$ cat src/rtl/mdu_ex.sv
// Execute-stage multiply/divide unit owning the architectural HI/LO registers.
// Latency: MULT/DIV start at the edge ending cycle T; result and done appear in cycle T+34; MTHI/MTLO write on the start edge.
// Backpressure: stall_req holds the pipeline while the engine is busy and the E-stage op needs the MDU or HI/LO.
// Ports: clk/reset (async, active-high); start/op/rs_val/rt_val issue an op; rd_hilo marks MFHI/MFLO;
//        flush kills any in-flight op; busy/stall_req/done are status; hi/lo are the architectural registers.
module mdu_ex #(
   parameter logic [31:0] ZERO_DIV_LO       = 32'hFFFF_FFFF,
   parameter bit          ZERO_DIV_HI_IS_RS = 1'b1
) (
   input  logic        clk,
   input  logic        reset,
   input  logic        start,
   input  logic [2:0]  op,
   input  logic [31:0] rs_val,
   input  logic [31:0] rt_val,
   input  logic        rd_hilo,
   input  logic        flush,
   output logic        busy,
   output logic        stall_req,
   output logic        done,
   output logic [31:0] hi,
   output logic [31:0] lo
);

   typedef enum logic [1:0] {S_IDLE, S_CALC, S_FIX} state_t;

   state_t      state, state_nxt;
   logic [4:0]  count;
   logic [31:0] a_mag;      // |multiplicand| or |dividend|
   logic [31:0] b_mag;      // |multiplier| or |divisor|
   logic        a_neg, b_neg, is_div;
   // Multiply: {partial product, remaining multiplier bits}.
   // Divide:   {partial remainder, dividend bits shifting out / quotient bits shifting in}.
   logic [63:0] acc;

   logic        accept;
   logic        op_signed;
   logic [32:0] mul_sum;
   logic [32:0] div_shift;
   logic [32:0] div_diff;
   logic        div_ok;
   logic [63:0] acc_step;
   logic [63:0] prod_fix;
   logic [31:0] quot_fix, rem_fix, dividend_raw;

   assign accept    = (state == S_IDLE) && start && !flush && !op[2];
   assign op_signed = !op[0];
   assign busy      = (state != S_IDLE);
   assign stall_req = busy && (start || rd_hilo);

   // One radix-2 step. The divide subtract is 33 bits wide: the shifted remainder
   // is below 2*divisor, so bit 32 of the difference is exactly "would go negative".
   always_comb begin
      mul_sum   = {1'b0, acc[63:32]} + (acc[0] ? {1'b0, a_mag} : 33'd0);
      div_shift = {acc[63:32], acc[31]};
      div_diff  = div_shift - {1'b0, b_mag};
      div_ok    = !div_diff[32];
      if (is_div)
         acc_step = {(div_ok ? div_diff[31:0] : div_shift[31:0]), acc[30:0], div_ok};
      else
         acc_step = {mul_sum, acc[31:1]};
   end

   // Sign fix-up of the unsigned magnitude result.
   always_comb begin
      prod_fix     = (a_neg ^ b_neg) ? -acc : acc;
      quot_fix     = (a_neg ^ b_neg) ? -acc[31:0] : acc[31:0];
      rem_fix      = a_neg ? -acc[63:32] : acc[63:32];
      dividend_raw = a_neg ? -a_mag : a_mag;
   end

   always_ff @(posedge clk or posedge reset) begin
      if (reset) state <= S_IDLE;
      else       state <= state_nxt;
   end

   always_comb begin
      state_nxt = state;
      if (flush) begin
         state_nxt = S_IDLE;
      end else begin
         case (state)
            S_IDLE:  if (accept) state_nxt = S_CALC;
            S_CALC:  if (count == 5'd31) state_nxt = S_FIX;
            S_FIX:   state_nxt = S_IDLE;
            default: state_nxt = S_IDLE;
         endcase
      end
   end

   // Operand capture and iteration datapath.
   always_ff @(posedge clk or posedge reset) begin
      if (reset) begin
         count  <= 5'd0;
         a_mag  <= 32'd0;
         b_mag  <= 32'd0;
         a_neg  <= 1'b0;
         b_neg  <= 1'b0;
         is_div <= 1'b0;
         acc    <= 64'd0;
      end else if (accept) begin
         count  <= 5'd0;
         a_neg  <= op_signed && rs_val[31];
         b_neg  <= op_signed && rt_val[31];
         is_div <= op[1];
         a_mag  <= (op_signed && rs_val[31]) ? -rs_val : rs_val;
         b_mag  <= (op_signed && rt_val[31]) ? -rt_val : rt_val;
         acc    <= op[1] ? {32'd0, ((op_signed && rs_val[31]) ? -rs_val : rs_val)}
                         : {32'd0, ((op_signed && rt_val[31]) ? -rt_val : rt_val)};
      end else if (state == S_CALC && !flush) begin
         count <= count + 5'd1;
         acc   <= acc_step;
      end
   end

   // Architectural HI/LO and completion pulse. A flush suppresses every write.
   always_ff @(posedge clk or posedge reset) begin
      if (reset) begin
         hi   <= 32'd0;
         lo   <= 32'd0;
         done <= 1'b0;
      end else begin
         done <= (state == S_FIX) && !flush;
         if (!flush) begin
            if (state == S_IDLE && start && op == 3'b100) hi <= rs_val;
            if (state == S_IDLE && start && op == 3'b101) lo <= rs_val;
            if (state == S_FIX) begin
               if (!is_div) begin
                  hi <= prod_fix[63:32];
                  lo <= prod_fix[31:0];
               end else if (b_mag == 32'd0) begin
                  hi <= ZERO_DIV_HI_IS_RS ? dividend_raw : 32'd0;
                  lo <= ZERO_DIV_LO;
               end else begin
                  hi <= rem_fix;
                  lo <= quot_fix;
               end
            end
         end
      end
   end

endmodule

$ cat config.mk
export PLATFORM = sky130hd
export DESIGN_NAME = mdu_ex
export DESIGN_NICKNAME = d
export VERILOG_FILES = /design/src/rtl/mdu_ex.sv
export SDC_FILE = /design/constraint.sdc
export NUM_CORES = 1
export LEC_CHECK = 0
export ABC_AREA = 1
export CORE_UTILIZATION = 40
export DETAILED_ROUTE_END_ITERATION = 10
export HOLD_SLACK_MARGIN = 0.02
export PLACE_DENSITY_LB_ADDON = 0.3
export SKIP_LAST_GASP = 1
export SLEW_MARGIN = 20
export SYNTH_ARGS = -nofsm -noshare
export SYNTH_HDL_FRONTEND = slang
export SYNTH_SLANG_ARGS = --single-unit
$ cat constraint.sdc
create_clock -name clk -period 19.3 [get_ports clk]
set_input_delay 1.93 -clock clk [delete_from_list [all_inputs] [get_ports clk]]
set_output_delay 1.93 -clock clk [all_outputs]
set_load 0.05 [all_outputs]
### Word level (Yosys, flattened, before mapping)

Index checks and enable logic that the tools add are counted.

* input port bits: 72
* logic and storage cells: 79
* output and inout bits: 67
* register bits: 203

* bitwise operators: 2
* add/subtract/negate cells: 9
* reduce and logical (&&, ||, !) cells: 24
* multiplexer cells: 26
* eq/ne operators: 7

Operators by type and width (number)
* two-way mux 32 bit: 16
* two-way mux 64 bit: 4
* negator 32 bit: 5
* negator 64 bit: 1
* adder 32 x 32 -> 33 bit: 1
* subtractor 33 x 32 -> 33 bit: 1
* zero test 32 bit: 1
* logical AND 1 bit: 10
* two-way mux 5 bit: 2
* nonzero test 2 bit: 4
* == test 3 bit, second input constant: 2
* two-way mux 2 bit: 3
* != test 3 bit, second input constant: 2
* AND reduction 2 bit: 3
* adder 5 x 1 -> 5 bit, second input constant: 1
* == test 5 bit, second input constant: 1
* zero test 1 bit: 4
* one-hot mux 2 bit (2 select lines): 1
* == test 2 x 1 -> 1 bit, second input constant: 1
* == test 2 bit, second input constant: 1
* zero test 2 bit: 1
* logical OR 1 bit: 1
* inverter 1 bit: 1
* XOR 1 bit: 1

### Logic depth before layout (Yosys ltp)

Gate-level depths: netlist of the first run.

* depth in word-level cells: 7
* depth in mapped cells: 19
* depth with buffers taken out: 18

### Worst setup path before layout of the first run

No wires, ideal clock.

* path kind: input to output
* from: in start
* to: out stall_req
* buffers on the path: 0
* slack: 14.767 ns
* cell stages on the path: 2
* required time: 17.370 ns
* arrival time: 2.603 ns
* cells stage by stage: nor2_1 nor2_1

* cells in the longest elaborated chain, start to end: 2

Ends and longest elaborated chain
* start, declared: line 12 `input logic start,`
* logical OR 1 bit: line 49 `assign stall_req = busy && (start || rd_hilo);`
* logical AND 1 bit: line 49
* end, declared: line 19 `output logic stall_req,`

No other way between the ends.

### Final worst setup path of the first run

Same ends and word-level chain as after synthesis.

==> results of run 1 <==
==> stage by stage <==
stage,hold WS (ns),power [uW]
2_1_floorplan,0.453,2210
3_3_place_gp,0.476,2820
3_5_place_dp,0.474,2820
4_1_cts,0.493,3290
5_1_grt,0.517,3610
6_report,0.488,3330
==> cells in the mapped netlist (5+ instances only) <==
library cell,instances,share of area
a21oi_1,161,0.039
a22oi_1,13,0.0047
a31oi_1,10,0.0030
buf_1,16,0.0029
buf_2,37,0.0089
clkbuf_1,64,0.012
dfrtp_1,203,0.25
ha_1,71,0.043
inv_1,478,0.087
inv_2,7,0.0013
nand2_1,1191,0.22
nand2_2,6,0.0018
nand2_4,5,0.0027
nand3_1,329,0.080
nand3_2,12,0.0058
nand3b_1,18,0.0065
nand4_1,45,0.014
nor2_1,453,0.082
nor2_2,15,0.0045
nor3_1,18,0.0044
o211ai_1,16,0.0058
o21ai_0,241,0.058
o21ai_1,11,0.0027
o21bai_1,10,0.0036
o221ai_1,7,0.0030
o22ai_1,6,0.0018
or2_2,11,0.0033
xnor2_1,12,0.0051
xor2_1,74,0.031
==> flip-flops by register name, indices dropped and copies added, names as in the netlist, 2 cells and up <==
| signal | cells |
|---|---|
| acc | 64 |
| a_mag | 32 |
| b_mag | 32 |
| hi | 32 |
| lo | 32 |
| count | 5 |
| state | 2 |
==> per-layer routing <==
layer	global-route usage	up-vias	routed length [um]	share of wire
met5	0	-	0	0
li1	-	11500	-	-
met3	0.0451	226	7320	0.087
met2	0.490	1126	36700	0.44
met4	0.153	0	4480	0.054
met1	0.423	11000	35300	0.42
==> worst paths after layout <==
path                       slack (ns)         to  depth (start not counted)
hold / removal                   0.49     lo[26]                          2
setup / recovery                14.04  stall_req                          4
min in group asynchronous        1.82  a_mag[30]                          2
max in group asynchronous       15.19     is_div                          4
hold reg to reg                  0.49     lo[26]                          2
setup reg to reg                15.98    acc[61]                         16
==> power by group <==
group          switching (uW)  internal (uW)
clock                     203            257
combinational            1420            663
sequential                246            543
total                    1860           1460
==> layout make-up <==
type / instances / area [sq um] / share of cell area
diodes: 2 / 5.00 / 0.000215
well taps: 672 / 841 / 0.0361
inverters: 487 / 1840 / 0.0788
clock inverters: 7 / 45.0 / 0.00193
repair buffers: 158 / 1530 / 0.0657
clock buffers: 37 / 721 / 0.0309
flip-flops and latches: 203 / 5080 / 0.218
multi-input cells: 2771 / 13200 / 0.568
==> cells by family after synthesis <==
group                      count (synthesis)  share of synthesized area
AOI/OAI and AO/OA                        495                      0.130
xor gates and xnor gates                  86                     0.0364
adders and majority gates                 73                     0.0449
buffers and inverters                    611                      0.116
DFF                                      203                      0.246
muxes                                      3                    0.00145
and+or+nand+nor                         2114                      0.426
==> worst max-delay path, delay by kind of cell <==
kind          cells  cell delay, ns
buf+inv           2            1.28
simple gates      2            0.13
==> results.cfg, run 1 <==
[outcome]
status = complete, no violations

[global_route]
antenna_found_initial = 0
grtUsageTotal = 0.314
grt_pass1_wl_mm = 128
grt.overflow.total = 0
grt_pass1_vias = 21900
grt_max_degree = 95

[placed_design]
dp_cells = 4291
place_congestion = 1.01
dp_hpwl_mm = 65.6
post-place-ws_ns = 14.04
placed_cell_area_sq_um = 22500
numPortBuffers = 138

[cells_and_area]
final_common_cell = nand2_1
fin_cells = 4337
drive_gt1_frac = 0.0352
nNetsFinal = 3791
post-route-util = 0.461
final_cell_mix = nand2_1, inv_1, nor2_1
finalInstanceArea_sq_um = 23300
syn_to_final_growth_pct = 12.6
n_fill_cell = 5437

[timing]
setup_viol = 0
fin_crit_sh = 0.273
slew_headroom = 0.317
hold_viol_final = 0
setup_slack_ns = 14.04
timing.fmax_mhz = 190
tns_ns = 0
final.min_clock_period_ns = 5.26
slew_viol_final = 0
rsz0062_at_grt = false
skew_ns = 0.0234
worstMarginPinSlew_ns = 1.02

[clock_tree]
post_cts_buffers = 0
clk_latency_ns = 0.57
cts_tree = built
clockBufferDepth = 3
cts_resized = 0
ctsHtreeMaxLevel = 1
clkSinkCount = 203
clkSlewWorstSetupHoldPaths_ns = 0.06
cts-root-buf = clkbuf_16
cts_buffers = 25
cts_hold_buffers = 0

[detailed_routing]
viasPerCell = 5.50
drtIter0Drc = 2864
routed_wl_mm = 83.8
vias = 23900
routedWlPerCell_um = 19.3
firstDrtPassIters = 6
ant_nets = 0
drcViolationCount = 0

[die]
core-area_sq_um = 50600
fp-row-count = 82
die_area_sq_um = 52600
die_h_um = 229
initial_core_util = 0.409
die_w_um = 229
io_pins = 139

[worst_setup_path]
crit_required_ns = 17.37
setup.worst_path.start = start
endpoint_kind = primary output
start_kind = input pin
cp_cell_sequence = clkdlybuf4s50_1, nor2_1, nor2_1, clkdlybuf4s50_1
path_max_fanout = 2
worstPathArrival_ns = 3.33
reg2reg_from = acc[0]
slowest_stage = clkdlybuf4s50_1
critPathKind = input pin to primary output
slowest_delay_ns = 0.81

[yosys]
yosysSeqAreaShare = 0.246
synth_edf_count = 0
ys.flop_type = dfrtp_1
async_reset_ff_frac = 1.00
yosys_register_bits = 203
synth_cell_types = 52
synthCells = 3585
synth_nets = 3730
avgSynthCellArea_sq_um = 5.77
ys_warn_count = 0
syn-cell-area_sq_um = 20700

[power_and_ir_drop]
irDropWorstVdd_mv = 0.0888
p_leak_uw = 0.0119
powerDensity_nw_per_um2 = 143

[min_path]
hold_class = register to register
hp-start = lo[26]

[run]
max-cap-violations = 0
Note: power is estimated with default switching activity, not from simulation.
==> inputs of run 2 (changes only) <==
Clock period 19.3 ns to 4.6 ns, I/O delays scaled along.
==> run 2 against run 1 <==
Power increased to 4.3 times the previous value; combinational power rose to 4.3 times the previous value; cell count increased by 0.25%; non-clock buffer count grew 11; sequential power rose to 4.3 times the previous value; critical endpoint is now acc[47].
==> results.cfg, run 2 (synthesis results as in run 1) <==
[clock_tree]
cts_buffers = 25
clockBufferDepth = 3
clk_latency_ns = 0.59
clkSlewWorstSetupHoldPaths_ns = 0.07
cts_resized = 0
ctsHtreeMaxLevel = 1
cts_tree = built
cts-root-buf = clkbuf_16
cts_hold_buffers = 0
clkSinkCount = 203
post_cts_buffers = 0

[timing]
final.min_clock_period_ns = 3.15
fin_crit_sh = 0.685
skew_ns = 0.0215
worstMarginPinSlew_ns = 0.886
tns_ns = 0
setup_viol = 0
rsz0062_at_grt = false
slew_viol_final = 0
setup_slack_ns = 1.45
timing.fmax_mhz = 317
hold_viol_final = 0
slew_headroom = 0.407

[cells_and_area]
drive_gt1_frac = 0.0394
largest_register_ffs = 64
n_fill_cell = 5498
antennaDiodeCount = 0
nNetsFinal = 3802
post-route-util = 0.465
final_common_cell = nand2_1
multi_input_area_sq_um = 13200
final_cell_mix = nand2_1, inv_1, nor2_1
syn_to_final_growth_pct = 13.7
seq_area_sq_um = 5080
largest-register = acc

[power_and_ir_drop]
p_leak_uw = 0.0120
powerDensity_nw_per_um2 = 614
irDropWorstVdd_mv = 0.403

[die]
io_pins = 139
die_h_um = 229
core-area_sq_um = 50600
die_w_um = 229
die_area_sq_um = 52600
fp-row-count = 82
initial_core_util = 0.409

[detailed_routing]
vias = 23900
drtIter0Drc = 2852
firstDrtPassIters = 8
ant_nets = 0
drcViolationCount = 0
routedWlPerCell_um = 19.8
routed_wl_mm = 86.1
viasPerCell = 5.50

[worst_setup_path]
crit_required_ns = 5.07
path_max_fanout = 22
critPathKind = register to register
start_kind = register
endpoint_kind = register
worstPathArrival_ns = 3.62

[global_route]
grt.overflow.total = 0
grt_pass1_vias = 22000
grt_pass1_wl_mm = 131
antenna_found_initial = 4
grtUsageTotal = 0.324
grt_max_degree = 82

[placed_design]
post-place-ws_ns = 1.46
place_congestion = 1.06
dp_hpwl_mm = 68.3
numPortBuffers = 138

[min_path]
hold_class = input pin to async pin

[outcome]
status = complete, no violations

[run]
max-cap-violations = 0
==> run 2: cell types whose count changed in the layout (fill, tap and decap cells not counted), sizes merged <==
| cell | before | now |
|---|---|---|
| bufinv | 0 | 4 |
| diode | 2 | 0 |
| clkbuf | 37 | 34 |
| clkinvlp | 1 | 4 |
| buf | 20 | 31 |
| clkinv | 8 | 6 |
==> run 2: final timing paths <==
kind | start | to | slack, ns | cells past startpoint
hold reg to reg | lo[7] | lo[7] | 0.49 | 2
setup / recovery | acc[0] | acc[47] | 1.45 | 17
min in group clk | lo[7] | lo[7] | 0.49 | 2
hold / removal | reset | a_mag[21] | 0.37 | 2
setup reg to reg | acc[0] | acc[47] | 1.45 | 17
max in group asynchronous | reset | hi[2] | 3.32 | 3
==> run 2: report_power, final <==
group	switching, uW	leakage (uW)	internal (uW)
clock	888	0.000432	1310
sequential	1100	0.00247	2280
combinational	6060	0.00913	2810
total	8050	0.0120	6400
==> run 2: layout make-up <==
class / instances / share of cell area
inverter: 487 / 0.0779
tap: 672 / 0.0357
sequential: 203 / 0.216
timing repair buffer: 169 / 0.0697
clock buffer: 34 / 0.0301
clock inverter: 12 / 0.00792
multi-input combinational: 2771 / 0.563
==> run 2: critical path, cell delays in order, from the launching register on <==
cell and delay (ns):
dfrtp_1 0.84, nand2_1 0.10, inv_1 0.08, ha_1 0.16, inv_1 0.05, fa_1 0.43, o21ai_1 0.41, nand2_1 0.09
nand2_1 0.12, nand2_1 0.06, nand2_1 0.14, nand2_1 0.09, nand3_1 0.07, nand2_1 0.05, o21ai_0 0.16, inv_1 0.06
nand2_1 0.05, nand2_1 0.05
==> run 2: per-stage QoR <==
step                      hold WS (ns)  instance area, sq um  total power (uW)  std cells
final                            0.374                 23500             14400       4348
after global routing             0.423                 23500             15600       4348
after CTS                        0.392                 23500             14300       4348
after detailed placement         0.465                 22600             12000       4302
after global placement           0.471                 22600             12000       4302
after floorplan                  0.453                 20700              9290       3585
==> run 2: per-layer routing <==
layer	vias up	share of wire	GRT usage
li1	11500	-	-
met1	11100	0.43	0.439
met2	1098	0.44	0.506
met3	213	0.083	0.0498
met4	6	0.052	0.147
met5	-	0.00035	0
